### src/rtl/clk_period_mon.sv
// clk_period_mon
//   Samples an asynchronous periodic signal in the clk domain and measures its
//   high time, low time and period in clk cycles. Flags periods outside
//   [MIN_PERIOD, MAX_PERIOD] and reports loss of activity as a timeout.
//
// Ports
//   clk         sole clock, rising edge
//   rst_n       asynchronous active-low reset
//   en          measurement enable (synchronous to clk)
//   mon_in      monitored signal, asynchronous to clk
//   meas_valid  one-cycle pulse: high_cnt/low_cnt/period_cnt/period_err updated
//   high_cnt    clk cycles mon_in was high in the last full period
//   low_cnt     clk cycles mon_in was low in the last full period
//   period_cnt  high_cnt + low_cnt, saturating
//   period_err  period out of legal range, qualified by meas_valid
//   timeout     one-cycle pulse: awaited edge missing for TIMEOUT cycles
//
// state     | meaning
// ----------+-------------------------------------------------------------
// IDLE      | disabled, counters cleared
// WAIT_RISE | enabled, discarding partial period until the first rise
// MEAS_HIGH | counting high cycles, waiting for fall
// MEAS_LOW  | counting low cycles, waiting for the closing rise

module clk_period_mon #(
  parameter int CNT_W       = 16,
  parameter int SYNC_STAGES = 2,
  parameter int MIN_PERIOD  = 4,
  parameter int MAX_PERIOD  = 1000,
  parameter int TIMEOUT     = 2000
) (
  input  logic             clk,
  input  logic             rst_n,
  input  logic             en,
  input  logic             mon_in,
  output logic             meas_valid,
  output logic [CNT_W-1:0] high_cnt,
  output logic [CNT_W-1:0] low_cnt,
  output logic [CNT_W-1:0] period_cnt,
  output logic             period_err,
  output logic             timeout
);

  localparam logic [CNT_W-1:0] CNT_MAX  = {CNT_W{1'b1}};
  // Timer is a down-counter; reaching zero on the TIMEOUT-th cycle in a state.
  localparam logic [CNT_W-1:0] TMR_LOAD = CNT_W'(TIMEOUT - 1);
  localparam logic [CNT_W-1:0] MIN_P    = CNT_W'(MIN_PERIOD);
  localparam logic [CNT_W-1:0] MAX_P    = CNT_W'(MAX_PERIOD);

  typedef enum logic [1:0] {IDLE, WAIT_RISE, MEAS_HIGH, MEAS_LOW} state_t;

  function automatic logic [CNT_W-1:0] sat_inc(input logic [CNT_W-1:0] v);
    return (v == CNT_MAX) ? v : v + CNT_W'(1);
  endfunction

  function automatic logic [CNT_W-1:0] sat_add(input logic [CNT_W-1:0] a,
                                               input logic [CNT_W-1:0] b);
    logic [CNT_W:0] sum;
    sum = {1'b0, a} + {1'b0, b};
    return sum[CNT_W] ? CNT_MAX : sum[CNT_W-1:0];
  endfunction

  logic [SYNC_STAGES-1:0] sync_q;
  logic                   prev_q;
  logic                   s, rise, fall;

  state_t           state_q, state_d;
  logic [CNT_W-1:0] hcnt_q, hcnt_d, lcnt_q, lcnt_d, tmr_q, tmr_d;
  logic             pub_d, pub_q, to_d;
  logic [CNT_W-1:0] pub_h_q, pub_l_q, pub_p_q;

  always_ff @(posedge clk or negedge rst_n) begin
    if (!rst_n) begin
      sync_q <= '0;
      prev_q <= 1'b0;
    end else begin
      sync_q <= {sync_q[SYNC_STAGES-2:0], mon_in};
      prev_q <= sync_q[SYNC_STAGES-1];
    end
  end

  assign s    = sync_q[SYNC_STAGES-1];
  assign rise = s & ~prev_q;
  assign fall = ~s & prev_q;

  always_ff @(posedge clk or negedge rst_n) begin
    if (!rst_n) begin
      state_q <= IDLE;
      hcnt_q  <= '0;
      lcnt_q  <= '0;
      tmr_q   <= TMR_LOAD;
    end else begin
      state_q <= state_d;
      hcnt_q  <= hcnt_d;
      lcnt_q  <= lcnt_d;
      tmr_q   <= tmr_d;
    end
  end

  always_comb begin
    state_d = state_q;
    hcnt_d  = hcnt_q;
    lcnt_d  = lcnt_q;
    tmr_d   = tmr_q;
    pub_d   = 1'b0;
    to_d    = 1'b0;
    if (!en) begin
      state_d = IDLE;
      hcnt_d  = '0;
      lcnt_d  = '0;
      tmr_d   = TMR_LOAD;
    end else begin
      case (state_q)
        IDLE: begin
          state_d = WAIT_RISE;
          hcnt_d  = '0;
          lcnt_d  = '0;
          tmr_d   = TMR_LOAD;
        end
        WAIT_RISE: begin
          // Edge takes priority over an expiring timer.
          if (rise) begin
            state_d = MEAS_HIGH;
            hcnt_d  = CNT_W'(1);
            lcnt_d  = '0;
            tmr_d   = TMR_LOAD;
          end else if (tmr_q == '0) begin
            to_d   = 1'b1;
            hcnt_d = '0;
            lcnt_d = '0;
            tmr_d  = TMR_LOAD;
          end else begin
            tmr_d = tmr_q - CNT_W'(1);
          end
        end
        MEAS_HIGH: begin
          if (fall) begin
            state_d = MEAS_LOW;
            lcnt_d  = CNT_W'(1);
            tmr_d   = TMR_LOAD;
          end else if (tmr_q == '0) begin
            to_d    = 1'b1;
            state_d = WAIT_RISE;
            hcnt_d  = '0;
            lcnt_d  = '0;
            tmr_d   = TMR_LOAD;
          end else begin
            hcnt_d = sat_inc(hcnt_q);
            tmr_d  = tmr_q - CNT_W'(1);
          end
        end
        MEAS_LOW: begin
          if (rise) begin
            pub_d   = 1'b1;
            state_d = MEAS_HIGH;
            hcnt_d  = CNT_W'(1);
            lcnt_d  = '0;
            tmr_d   = TMR_LOAD;
          end else if (tmr_q == '0) begin
            to_d    = 1'b1;
            state_d = WAIT_RISE;
            hcnt_d  = '0;
            lcnt_d  = '0;
            tmr_d   = TMR_LOAD;
          end else begin
            lcnt_d = sat_inc(lcnt_q);
            tmr_d  = tmr_q - CNT_W'(1);
          end
        end
        default: state_d = IDLE;
      endcase
    end
  end

  // Closing rise snapshots the counts; outputs update one cycle later because
  // the counters themselves restart on the same edge.
  always_ff @(posedge clk or negedge rst_n) begin
    if (!rst_n) begin
      pub_q   <= 1'b0;
      pub_h_q <= '0;
      pub_l_q <= '0;
      pub_p_q <= '0;
    end else begin
      pub_q <= pub_d;
      if (pub_d) begin
        pub_h_q <= hcnt_q;
        pub_l_q <= lcnt_q;
        pub_p_q <= sat_add(hcnt_q, lcnt_q);
      end
    end
  end

  always_ff @(posedge clk or negedge rst_n) begin
    if (!rst_n) begin
      meas_valid <= 1'b0;
      high_cnt   <= '0;
      low_cnt    <= '0;
      period_cnt <= '0;
      period_err <= 1'b0;
      timeout    <= 1'b0;
    end else begin
      meas_valid <= pub_q;
      timeout    <= to_d;
      if (pub_q) begin
        high_cnt   <= pub_h_q;
        low_cnt    <= pub_l_q;
        period_cnt <= pub_p_q;
        period_err <= (pub_p_q < MIN_P) || (pub_p_q > MAX_P);
      end
    end
  end

endmodule
### config.mk
export PLATFORM = sky130hd
export DESIGN_NAME = clk_period_mon
export DESIGN_NICKNAME = d
export VERILOG_FILES = /design/src/rtl/clk_period_mon.sv
export SDC_FILE = /design/constraint.sdc
export NUM_CORES = 1
export LEC_CHECK = 0
export ABC_AREA = 1
export BUFFER_PORTS_ARGS = -buffer_cell sky130_fd_sc_hd__buf_2
export CORE_MARGIN = 2
export CORE_UTILIZATION = 45
export DETAILED_ROUTE_END_ITERATION = 12
export GPL_TIMING_DRIVEN = 1
export SETUP_SLACK_MARGIN = 0.2
export SLEW_MARGIN = 30
export SYNTH_ARGS = -nofsm -noshare
export SYNTH_HDL_FRONTEND = slang
export SYNTH_SLANG_ARGS = --single-unit
export TNS_END_PERCENT = 50
### constraint.sdc
create_clock -name clk -period 2.15 [get_ports clk]
set_input_delay 0.215 -clock clk [delete_from_list [all_inputs] [get_ports clk]]
set_output_delay 0.215 -clock clk [all_outputs]
set_load 0.01 [all_outputs]
# Word-level counts from Yosys, hierarchy flattened
# Cells that the tools add are included.
# op_classes
n_addsub	4
order_cmp	2
n_eq_ne	10
n_mux	35
n_bitwise	4
n_reduce_logical	5
# ops
cell	n
2-to-1 mux 16 bit	18
case mux 16 bit (3 select lines)	2
case mux 16 bit (4 select lines)	1
adder 16 x 1 -> 16 bit (second input constant)	2
equality test 16 bit (second input constant)	2
adder 16 x 16 -> 17 bit	1
greater-than comparator 16 x 10 -> 1 bit (second input constant)	1
logical NOT 16 bit	1
less-than comparator 16 x 3 -> 1 bit (second input constant)	1
subtractor 16 x 1 -> 16 bit (second input constant)	1
2-to-1 mux 2 bit	5
case mux 2 bit (4 select lines)	1
2-to-1 mux 1 bit	7
inequality test 3 bit (second input constant)	2
inequality test 5 bit (second input constant)	1
equality test 2 bit (second input constant)	2
inequality test 4 x 2 -> 1 bit (second input constant)	1
inequality test 4 bit (second input constant)	1
AND reduction 3 bit	1
AND 1 bit	2
equality test 2 x 1 -> 1 bit (second input constant)	1
logical NOT 2 bit	1
NOT 1 bit	2
case mux 1 bit (2 select lines)	1
2 further kinds	2
# totals
register_bits	153
input_bits	4
output_inout_bits	51
wordCells	76

# Logic depth before layout (Yosys ltp)
# Gate-level depths: netlist of the first run.
# depth
depth_word	6
depth_mapped	13

# Worst setup path before layout of the first run
# Ideal clock, no wire load.
# synth_timing
path_kind	reg-to-reg
from	reg hcnt_q[0]
to	reg pub_p_q[11]
setup_time_ns	0.117
t_arrival_ns	1.852
t_required_ns	2.033
setup_slack_ns	0.182
path_stages_with_launch	13
n_path_buf	0
path_cell_list	dfrtp_1 > ha_1 > fa_1 > nand2_1 > nand2_1 > nand3_1 > nand2_1 > nand3_1 > nand2_2 > inv_2 > nand2_1 > nor2_1 > nor2_1
# synth_between
elab_chain_len	2
# synth_lines
element	line	source
start, declared	68	logic [CNT_W-1:0] hcnt_q, hcnt_d, lcnt_q, lcnt_d, tmr_q, tmr_d;
start signal, assigned	94	hcnt_q <= hcnt_d;
adder 16 x 16 -> 17 bit	59	sum = {1'b0, a} + {1'b0, b};
2-to-1 mux 16 bit	60	return sum[CNT_W] ? CNT_MAX : sum[CNT_W-1:0];
end signal, assigned	188	pub_p_q <= sat_add(hcnt_q, lcnt_q);
end, declared	70	logic [CNT_W-1:0] pub_h_q, pub_l_q, pub_p_q;
# Every way passes these cells.
# A chain may end at the register's enable or synchronous reset.

# Final worst setup path of the first run
# layout_timing
from	reg lcnt_q[0]
to	reg pub_p_q[1]
# layout_between
elab_chain_len	2
# layout_lines
element	line	source
start, declared	68	
start signal, assigned	95	lcnt_q <= lcnt_d;
adder 16 x 16 -> 17 bit	59	
2-to-1 mux 16 bit	60	
# Every way passes these cells.

==> flow_metrics.tcl, run 1 <==
set metrics [dict create \
    clk_latency_ns 0.43 \
    grt_pass1_vias 6377 \
    pin_count 55 \
    synth_cell_types 38 \
    synth_top_area_cell "dfrtp_1" \
    vias 6966 \
    fp.dieW_um 137 \
    grt_remaining_overflow 0 \
    antenna_cells 0 \
    dp_hpwl_um 14900 \
    arrival_ns 2.19 \
    htreeDepth 4 \
    cts_tree "done" \
    r2r_slack_ns 0.28 \
    rows 48 \
    ys_seq_area_share_pct 48.1 \
    drive_gt1_share_pct 20.1 \
    busiest_layer "met1" \
    place_congestion 0.949 \
    syn_nets 1075 \
    vias_per_cell 5.01 \
    dieArea_um2 18800 \
    min_from "en" \
    p_total_mw 7.99 \
    clockBufferDepth 2 \
    gr-usage-met3_pct 3.41 \
    fill_cells 1628 \
    cp_num_buf_inv 2 \
    core_region_area_um2 17300 \
    wl_per_cell_um 15.1 \
    globalRouteTotalUtil_pct 23.0 \
    grt_pass1_wl_um 33600 \
    slew_headroom_pct 58.8 \
    postSynthCellCount 1051 \
    crit_family "adder cells" \
    fmax_mhz 534 \
    cts_root_buf "clkbuf_16" \
    outcome "complete, no violations" \
    rr_startpoint "lcnt_q[0]$_DFFE_PN0P_" \
    start_util_pct 46.1 \
    netlist_area_um2 7980 \
    dp_cells 1334 \
    crit_fanout 5 \
    leakagePower_nw 4.86 \
    mostFrequentLayoutCells "349 x nand2_1, 135 x dfrtp_1, 116 x inv_1" \
    area_growth_pct 24.1 \
    cp_slowest_cell "dfrtp_1" \
    synth_seq_cells 153 \
    clkSinkCount 153 \
    drtIter0Drc 514 \
    numCtsBuffers 17 \
    crit_path_max_incr_delay_ns 0.43 \
    maxCapViolations 0 \
    use_met2_pct 33.3 \
    whs_ns 0.255 \
    drt_wl_total_um 20900 \
    power.density_nw_per_um2 807 \
    nets 1176 \
    synth_area_leaders "dfrtp_1 45%, nand2_1 17%, inv_1 5.6%, nor2_1 4.8%, o21ai_0 4.2%" \
    dr.pass1.iters 5 \
    cpMostUsedCell "nand2_2" \
    rsz0062_at_grt "yes" \
    postRouteAntennaNets 0 \
    cp-end-kind "flip-flop" \
    fin_crit_ns 1.87 \
    final_cells 1390 \
    path_class "flip-flop to flip-flop" \
    avgSynthCellArea_um2 7.59 \
    die_h_um 137 \
    setup_viol 0 \
    finClkSkew_ns 0.0135 \
    path_cells "ha_4 -> fa_2 -> nand2_2 -> nand2_2 -> nand3_2 -> nand2_2 -> nand3_2 -> nand2_4 -> buf_12 -> o22ai_1 -> inv_1" \
    cp-start-kind "flip-flop" \
    startpoint "lcnt_q[0]$_DFFE_PN0P_" \
    synth_warnings 0 \
    grt_antenna_before_repair 0 \
    hold_path_class "input pin to flip-flop" \
    drcViolationCount 0 \
    peakVddDrop_mv 0.564 \
    slew_violations 0 \
    io_buffers 54 \
    worst_pin_slew_ns 0.618 \
    use_met1_pct 35.2 \
    fin_crit_sh_pct 87.1 \
    layout_commonest_cell "nand2_1" \
    grt_max_degree 67 \
    tns_ns 0 \
    clk_pin_slew_ns 0.06 \
    hold_violations 0 \
    cp.required_ns 2.47 \
    synth_top_area_share_pct 45.2 \
]
Yosys cell counts, drive strengths merged:
cell / count
a21boi: 1
a21oi: 26
a22oi: 1
a31oi: 1
and2: 1
buf: 13
clkbuf: 15
clkinv: 2
dfrtp: 144
dfstp: 9
fa: 1
ha: 19
inv: 121
nand2: 367
nand3: 60
nand3b: 1
nand4: 16
nor2: 110
nor3: 24
nor4: 4
o211ai: 2
o21ai: 77
o21bai: 2
o22ai: 11
or2: 4
xnor2: 7
xor2: 12
power breakdown:
part           switching (mW)  total [mW]  internal (mW)
sequential              0.269        3.60           3.33
clock                    1.28        3.29           2.01
combinational           0.656        1.10          0.445
metal layers:
layer  up-vias  share of wire [%]
met1      3210                 49
met3        19                5.6
met2       194                 44
met4         0                1.3
li1       3543                  -
met5         -                  0
final cells by class:
type | count | area [µm²] | share of cell area, %
clock buffer | 18 | 439 | 4.44
clock inverter | 14 | 210 | 2.12
inverter | 123 | 469 | 4.74
multi-input combinational | 750 | 3880 | 39.2
sequential | 153 | 3850 | 38.9
tap | 225 | 282 | 2.84
timing repair buffer | 106 | 754 | 7.62
timing repair inverter | 1 | 7.51 | 0.0758
path summary, 6_finish.rpt:
kind | end | cells past startpoint
worst max-delay path | pub_p_q[1]$_DFFE_PN0P_ | 11
worst min-delay path | lcnt_q[6]$_DFFE_PN0P_ | 4
worst max register to register | pub_p_q[1]$_DFFE_PN0P_ | 11
worst min register to register | sync_q[1]$_DFF_PN0_ | 0
max in group asynchronous | tmr_q[8]$_DFF_PN1_ | 3
min in group asynchronous | high_cnt[2]$_DFFE_PN0P_ | 2
per-stage QoR:
| stage | util (%) | setup WS (ns) | area, µm² |
|---|---|---|---|
| after floorplan | - | 0.202 | 7980 |
| after global placement | 50.2 | 0.0903 | 8680 |
| after detailed placement | 50.2 | 0.0200 | 8680 |
| after CTS | 54.6 | 0.203 | 9450 |
| after global routing | 57.2 | 0.148 | 9900 |
| final | 57.2 | 0.278 | 9900 |
timing repair:
item | 4_1_cts | 5_1_grt
pin swaps | 1 | 11
gates resized for setup | 16 | 62
endpoints found under the setup margin | 46 | 49
setup buffers | 3 | 15
cloned | 2 | 2
hold buffers | 2 | 0
hold endpoints to repair | 52 | 0
cell families (layout without fill, tap and decap cells):
logic type,Yosys count,after routing,synth area share [%]
AOI/OAI and AO/OA,121,123,8.35
xor gates and xnor gates,19,19,2.09
adders and majority gates,20,20,3.23
buffers and inverters,151,262,7.61
DFF,153,153,48.1
and+or+nand+nor,587,588,30.6
flip-flops by register name, summed over array words and instances, names as in the netlist:
name and cells:
hcnt_q 16, high_cnt 16, lcnt_q 16, low_cnt 16, meas_valid 1, period_cnt 16
period_err 1, prev_q 1, pub_h_q 16, pub_l_q 16, pub_p_q 16, pub_q 1
state_q 2, sync_q 2, timeout 1, tmr_q 16
worst min-delay path, delay by kind of cell:
family,cells,cell delay (ns)
buffers and inverters,2,0.30
and+or+nand+nor,2,0.12
No activity file was read; power rests on OpenSTA's default activity.
==> run 2: changes to the inputs <==
--- a/config.mk
+++ b/config.mk
@@ -6,11 +6,12 @@
 export NUM_CORES = 1
 export LEC_CHECK = 0
 export ABC_AREA = 1
-export BUFFER_PORTS_ARGS = -buffer_cell sky130_fd_sc_hd__buf_2
 export CORE_MARGIN = 2
 export CORE_UTILIZATION = 45
 export DETAILED_ROUTE_END_ITERATION = 12
+export DONT_BUFFER_PORTS = 1
 export GPL_TIMING_DRIVEN = 1
+export MAX_ROUTING_LAYER = met4
 export SETUP_SLACK_MARGIN = 0.2
 export SLEW_MARGIN = 30
 export SYNTH_ARGS = -nofsm -noshare
==> run 2 against run 1 <==
Effect of this change:
- the run now ends with negative hold slack left
- global-route usage grew 0.39 points
- hold slack worse by 0.79 ns
- utilization shrank 1.7 points
- clock skew shrank 0.0050 ns
- highest routed layer unchanged
==> flow_metrics.tcl, run 2 (same netlist as run 1, synthesis figures left out) <==
set metrics [dict create \
    hold_violations 153 \
    path_class "flip-flop to flip-flop" \
    dr.pass1.iters 5 \
    slew_violations 0 \
    cp_num_buf_inv 1 \
    vias_per_cell 5.15 \
    rows 48 \
    clkPwrFrac_pct 41.2 \
    p_switching_mw 2.15 \
    path_cells "ha_2 -> nand2_2 -> nor2_1 -> nand3_2 -> nand2_2 -> nand3_2 -> nand2_4 -> clkinvlp_4 -> a21oi_1" \
    htreeDepth 4 \
    internal_power_mw 5.38 \
    core_region_area_um2 17300 \
    tns_ns 0 \
    rsz0062_at_grt "yes" \
    pre_cts_ws_ns 0.0539 \
    leakagePower_nw 4.64 \
    power.density_nw_per_um2 784 \
    drive_gt1_share_pct 17.2 \
    drtIter0Drc 481 \
    mostFrequentLayoutCells "343 x nand2_1, 131 x dfrtp_1, 115 x inv_1" \
    crit_family "simple AND/OR/NAND/NOR gates" \
    final_cells 1336 \
    cts_root_buf "clkbuf_16" \
    wl_per_cell_um 15.7 \
    setup_viol 0 \
    seq_power_share_pct 49.9 \
    slew_headroom_pct 63.2 \
    start_util_pct 46.1 \
    fmax_mhz 530 \
    finClkSkew_ns 0.00844 \
    antenna_cells 0 \
    die_h_um 137 \
    cp-end-kind "flip-flop" \
    peakVddDrop_mv 0.515 \
    area_growth_pct 20.4 \
    crit_path_max_incr_delay_ns 0.48 \
    arrival_ns 2.24 \
    crit_fanout 5 \
    numCtsBuffers 17 \
    io_buffers 0 \
    fin_crit_ns 1.89 \
    cp_slowest_cell "dfrtp_2" \
    holdBufCountCts 2 \
    dp_cells 1281 \
    clk_pin_slew_ns 0.07 \
    fin_ws_ns 0.263 \
    violations "negative hold slack" \
    whs_ns -0.532 \
    drt_wl_total_um 20900 \
    grt_antenna_before_repair 0 \
    final_area_um2 9610 \
    layout_commonest_cell "nand2_1" \
    hold_path_class "input pin to async pin" \
    cp-start-kind "flip-flop" \
    combPwrFrac_pct 8.9 \
    globalRouteTotalUtil_pct 23.4 \
    worst_pin_slew_ns 0.551 \
    clkSinkCount 153 \
    fin_crit_sh_pct 87.8 \
    dieArea_um2 18800 \
    grt_remaining_overflow 0 \
    pin_count 55 \
    cp.required_ns 2.51 \
    switching_share_pct 28.5 \
    outcome "complete, but fails checks" \
    grt_pass1_vias 6257 \
    maxCapViolations 0 \
    vias 6877 \
    drcViolationCount 0 \
    dp_hpwl_um 14500 \
    post_dp_cell_area_um2 8390 \
    clockBufferDepth 2 \
    fp.dieW_um 137 \
    final_core_util_pct 55.5 \
    postRouteAntennaNets 0 \
    place_congestion 0.917 \
    clk_latency_ns 0.43 \
    nets 1122 \
    grt_pass1_wl_um 32700 \
    grt_max_degree 154 \
    cts_tree "done" \
]
-- run 2: changes by cell type in the layout (fill, tap and decap cells not counted), moves of 4 or more --
cell | before | now
buf_2 | 53 | 0
nand2_1 | 349 | 343
dfrtp_2 | 9 | 13
nand2_2 | 12 | 18
nor2_2 | 13 | 8
dfrtp_1 | 135 | 131
-- run 2: path summary, 6_finish.rpt --
check | startpoint | to | slack [ns] | cells after the start
max in group asynchronous | rst_n | lcnt_q[7]$_DFFE_PN0P_ | 2.42 | 0
min in group clk | en | hcnt_q[0]$_DFFE_PN0P_ | 0.02 | 4
max | lcnt_q[7]$_DFFE_PN0P_ | pub_p_q[9]$_DFFE_PN0P_ | 0.26 | 9
min | rst_n | high_cnt[8]$_DFFE_PN0P_ | -0.53 | 0
max reg2reg | lcnt_q[7]$_DFFE_PN0P_ | pub_p_q[9]$_DFFE_PN0P_ | 0.26 | 9
min reg2reg | sync_q[0]$_DFF_PN0_ | sync_q[1]$_DFF_PN0_ | 0.35 | 0
-- run 2: routing by layer --
layer / vias to the layer above / GRT usage (%) / wire length [µm]
met3: 33 / 4.00 / 1240
met4: 0 / 6.47 / 325
met1: 3196 / 33.5 / 10000
met5: - / - / 0
met2: 221 / 34.4 / 9330
li1: 3427 / - / -
-- run 2: through the flow --
| step | hold WS, ns | power, mW |
|---|---|---|
| 4_1_cts | -0.547 | 7.56 |
| 6_report | -0.532 | 7.53 |
| 5_1_grt | -0.545 | 7.90 |
| 2_1_floorplan | -0.0806 | 4.21 |
| 3_5_place_dp | -0.0773 | 4.43 |
| 3_3_place_gp | -0.0764 | 4.41 |
-- run 2: what timing repair did --
| action | 4_1_cts | 5_1_grt |
|---|---|---|
| setup endpoints to repair | 22 | 50 |
| pin swaps | 0 | 16 |
| endpoints found under the hold margin | 163 | 153 |
| gates cloned | 1 | 3 |
| resized for setup | 13 | 82 |
| buffers inserted | 0 | 17 |
-- run 2: area by class of cell --
class | instances | area, µm²
clock buffers | 18 | 429
clock inverters | 14 | 176
fillers | 1594 | 7690
inverters | 123 | 468
multi-input cells | 748 | 3880
flip-flops and latches | 153 | 3860
well taps | 225 | 282
repair buffers | 54 | 507
repair inverters | 1 | 7.51
-- run 2: power groups by stage --
stage,Sequential (mW),Combinational (mW),Clock [mW]
after floorplan,3.72,0.492,0
after global placement,3.80,0.610,0
after detailed placement,3.81,0.620,0
after CTS,3.76,0.631,3.16
after global routing,3.83,0.780,3.29
final,3.76,0.669,3.10
-- run 2: worst reg2reg max path: stages (launching register included) --
cell	delay, ns
dfrtp_2	0.48
ha_2	0.40
nand2_2	0.09
nor2_1	0.14
nand3_2	0.08
nand2_2	0.09
nand3_2	0.09
nand2_4	0.13
clkinvlp_4	0.15
a21oi_1	0.16
==> run 3: changes to the inputs <==
--- a/config.mk
+++ b/config.mk
@@ -8,6 +8,7 @@
 export ABC_AREA = 1
 export CORE_MARGIN = 2
 export CORE_UTILIZATION = 45
+export CTS_BUF_LIST = sky130_fd_sc_hd__clkbuf_8
 export DETAILED_ROUTE_END_ITERATION = 12
 export DONT_BUFFER_PORTS = 1
 export GPL_TIMING_DRIVEN = 1
==> constraint.sdc (replaced) <==
create_clock -name clk -period 1.91 [get_ports clk]
set_input_delay 0.191 -clock clk [delete_from_list [all_inputs] [get_ports clk]]
set_output_delay 0.191 -clock clk [all_outputs]
set_load 0.01 [all_outputs]
==> run 3 against run 2 <==
Effect of this change:
- the run still ends with negative hold slack left
- die area unchanged
- sequential power increased by 13%
- utilization increased by 4.8 points
- combinational power increased by 30%
- first-iteration DRC count increased by 16%
- count of clock-buffer cells in the layout unchanged
- hold slack got worse by 0.044 ns
- non-clock buffer count increased by 55
- final cell count increased by 4.0%
- via count increased by 4.7%
- clock power decreased by 17%
- largest power group unchanged
- highest routed layer unchanged
==> flow_metrics.tcl, run 3 (same netlist as run 1, synthesis figures left out) <==
set metrics [dict create \
    dr.pass1.iters 5 \
    grt_antenna_before_repair 0 \
    outcome "complete, but fails checks" \
    violations "negative hold slack" \
    grt_pass1_vias 6572 \
    worst_pin_slew_ns 0.527 \
    grt_pass1_wl_um 34300 \
    place_congestion 0.899 \
    io_buffers 0 \
    peakVddDrop_mv 0.502 \
    dieArea_um2 18800 \
    clockBufferDepth 2 \
    rsz0062_at_grt "yes" \
    core_region_area_um2 17300 \
    pre_cts_ws_ns -0.0177 \
    cp-start-kind "flip-flop" \
    grt_max_degree 154 \
    finClkSkew_ns 0.0101 \
    fin_ws_ns 0.0379 \
    hold_violations 162 \
    area_growth_pct 30.9 \
    drcViolationCount 0 \
    postRouteAntennaNets 0 \
    layout_commonest_cell "nand2_1" \
    antenna_cells 0 \
    power.density_nw_per_um2 734 \
    rr_startpoint "hcnt_q[9]$_DFFE_PN0P_" \
    nets 1177 \
    vias 7198 \
    vias_per_cell 5.18 \
    startpoint "hcnt_q[9]$_DFFE_PN0P_" \
    fill_cells 1510 \
    path_class "flip-flop to flip-flop" \
    reg2reg_depth 11 \
    slew_violations 0 \
    r2r_end "hcnt_q[7]$_DFFE_PN0P_" \
    drtIter0Drc 558 \
    r2r_slack_ns 0.04 \
    arrival_ns 2.21 \
    hold_path_class "input pin to async pin" \
    leakagePower_nw 5.05 \
    setup_viol 0 \
    cp.required_ns 2.25 \
    mostFrequentLayoutCells "318 x nand2_1, 129 x dfrtp_1, 112 x inv_1" \
    die_h_um 137 \
    post_dp_cell_area_um2 8710 \
    whs_ns -0.577 \
    clk_pin_slew_ns 0.09 \
    final_area_um2 10400 \
    clk_latency_ns 0.45 \
    slew_headroom_pct 64.8 \
    cts_root_buf "clkbuf_8" \
    start_util_pct 46.1 \
    crit_fanout 6 \
    pin_count 55 \
    drive_gt1_share_pct 28.3 \
    grt_remaining_overflow 0 \
    dp_hpwl_um 14600 \
    cts_tree "done" \
    final_core_util_pct 60.4 \
    clkSinkCount 153 \
    fin_crit_ns 1.87 \
    numCtsBuffers 17 \
    htreeDepth 4 \
    fmax_mhz 534 \
    holdBufCountCts 2 \
    rows 48 \
    fp.dieW_um 137 \
    cp-end-kind "flip-flop" \
    maxCapViolations 0 \
    fin_crit_sh_pct 98.0 \
    wl_per_cell_um 16.0 \
    drt_wl_total_um 22200 \
    critical_path.endpoint "hcnt_q[7]$_DFFE_PN0P_" \
    globalRouteTotalUtil_pct 24.4 \
]
## run 3: cell types whose count changed in the layout (fill, tap and decap cells not counted), moves of 13 or more
cell	before	now
nand3_1	56	42
clkbuf_16	19	0
nand2_1	343	318
clkbuf_8	0	18
nor2_1	96	82
buf_4	43	74
nand2_2	18	36
buf_6	3	21
nand3_2	4	17
## run 3: worst min-delay path by stage
stage                     start                       to  slack (ns)  depth (start not counted)
after floorplan           rst_n    hcnt_q[0]$_DFFE_PN0P_       -0.10                          0
after global placement    rst_n  high_cnt[7]$_DFFE_PN0P_       -0.10                          0
after detailed placement  rst_n  high_cnt[4]$_DFFE_PN0P_       -0.10                          0
after CTS                 rst_n  high_cnt[4]$_DFFE_PN0P_       -0.60                          0
after global routing      rst_n  high_cnt[4]$_DFFE_PN0P_       -0.62                          0
final                     rst_n  high_cnt[4]$_DFFE_PN0P_       -0.58                          0
## run 3: per-stage QoR
step	instances	setup TNS [ns]	hold slack, ns	power (mW)
5_1_grt	1390	-0.261	-0.619	8.10
4_1_cts	1380	0	-0.599	7.67
3_5_place_dp	1317	-0.0672	-0.101	5.02
2_1_floorplan	1051	0	-0.105	4.74
3_3_place_gp	1317	0	-0.101	4.99
6_report	1390	0	-0.577	7.67
## run 3: timing repair
action	in CTS	in global routing
pin swaps	22	57
resized for setup	80	140
endpoints found under the hold margin	164	162
cloned	6	0
buffers inserted	24	10
endpoints found under the setup margin	56	72
## run 3: critical path, cell delays in order, from the launching register on
cell and delay (ns):
dfrtp_1 0.44, buf_6 0.14, nand4_1 0.23, nor2_4 0.18
nand3_2 0.09, nand2_2 0.10, a21oi_4 0.08, buf_6 0.14
buf_12 0.12, buf_16 0.13, nand2_1 0.05, o21ai_1 0.06
## run 3: final cells by class
class | count | area [µm²] | area share, %
clock buffer | 18 | 248 | 2.37
clock inverter | 13 | 156 | 1.50
inverter | 123 | 480 | 4.60
multi-input combinational | 748 | 4330 | 41.4
sequential | 153 | 3860 | 36.9
tap | 225 | 282 | 2.70
timing repair buffer | 109 | 1090 | 10.4
timing repair inverter | 1 | 7.51 | 0.0719
## run 3: routing by layer
layer | global-route usage (%) | vias up | part of all wire (%)
met5 | - | - | 0
met4 | 7.45 | 0 | 2.4
met3 | 4.37 | 34 | 5.0
met2 | 36.3 | 197 | 45
met1 | 33.9 | 3416 | 47
li1 | - | 3551 | -
## run 3: where the power goes
group / internal, mW / total (mW) / switching (mW)
Clock: 1.22 / 2.56 / 1.33
Sequential: 3.74 / 4.24 / 0.493
Combinational: 0.405 / 0.873 / 0.468
Total: 5.37 / 7.67 / 2.29
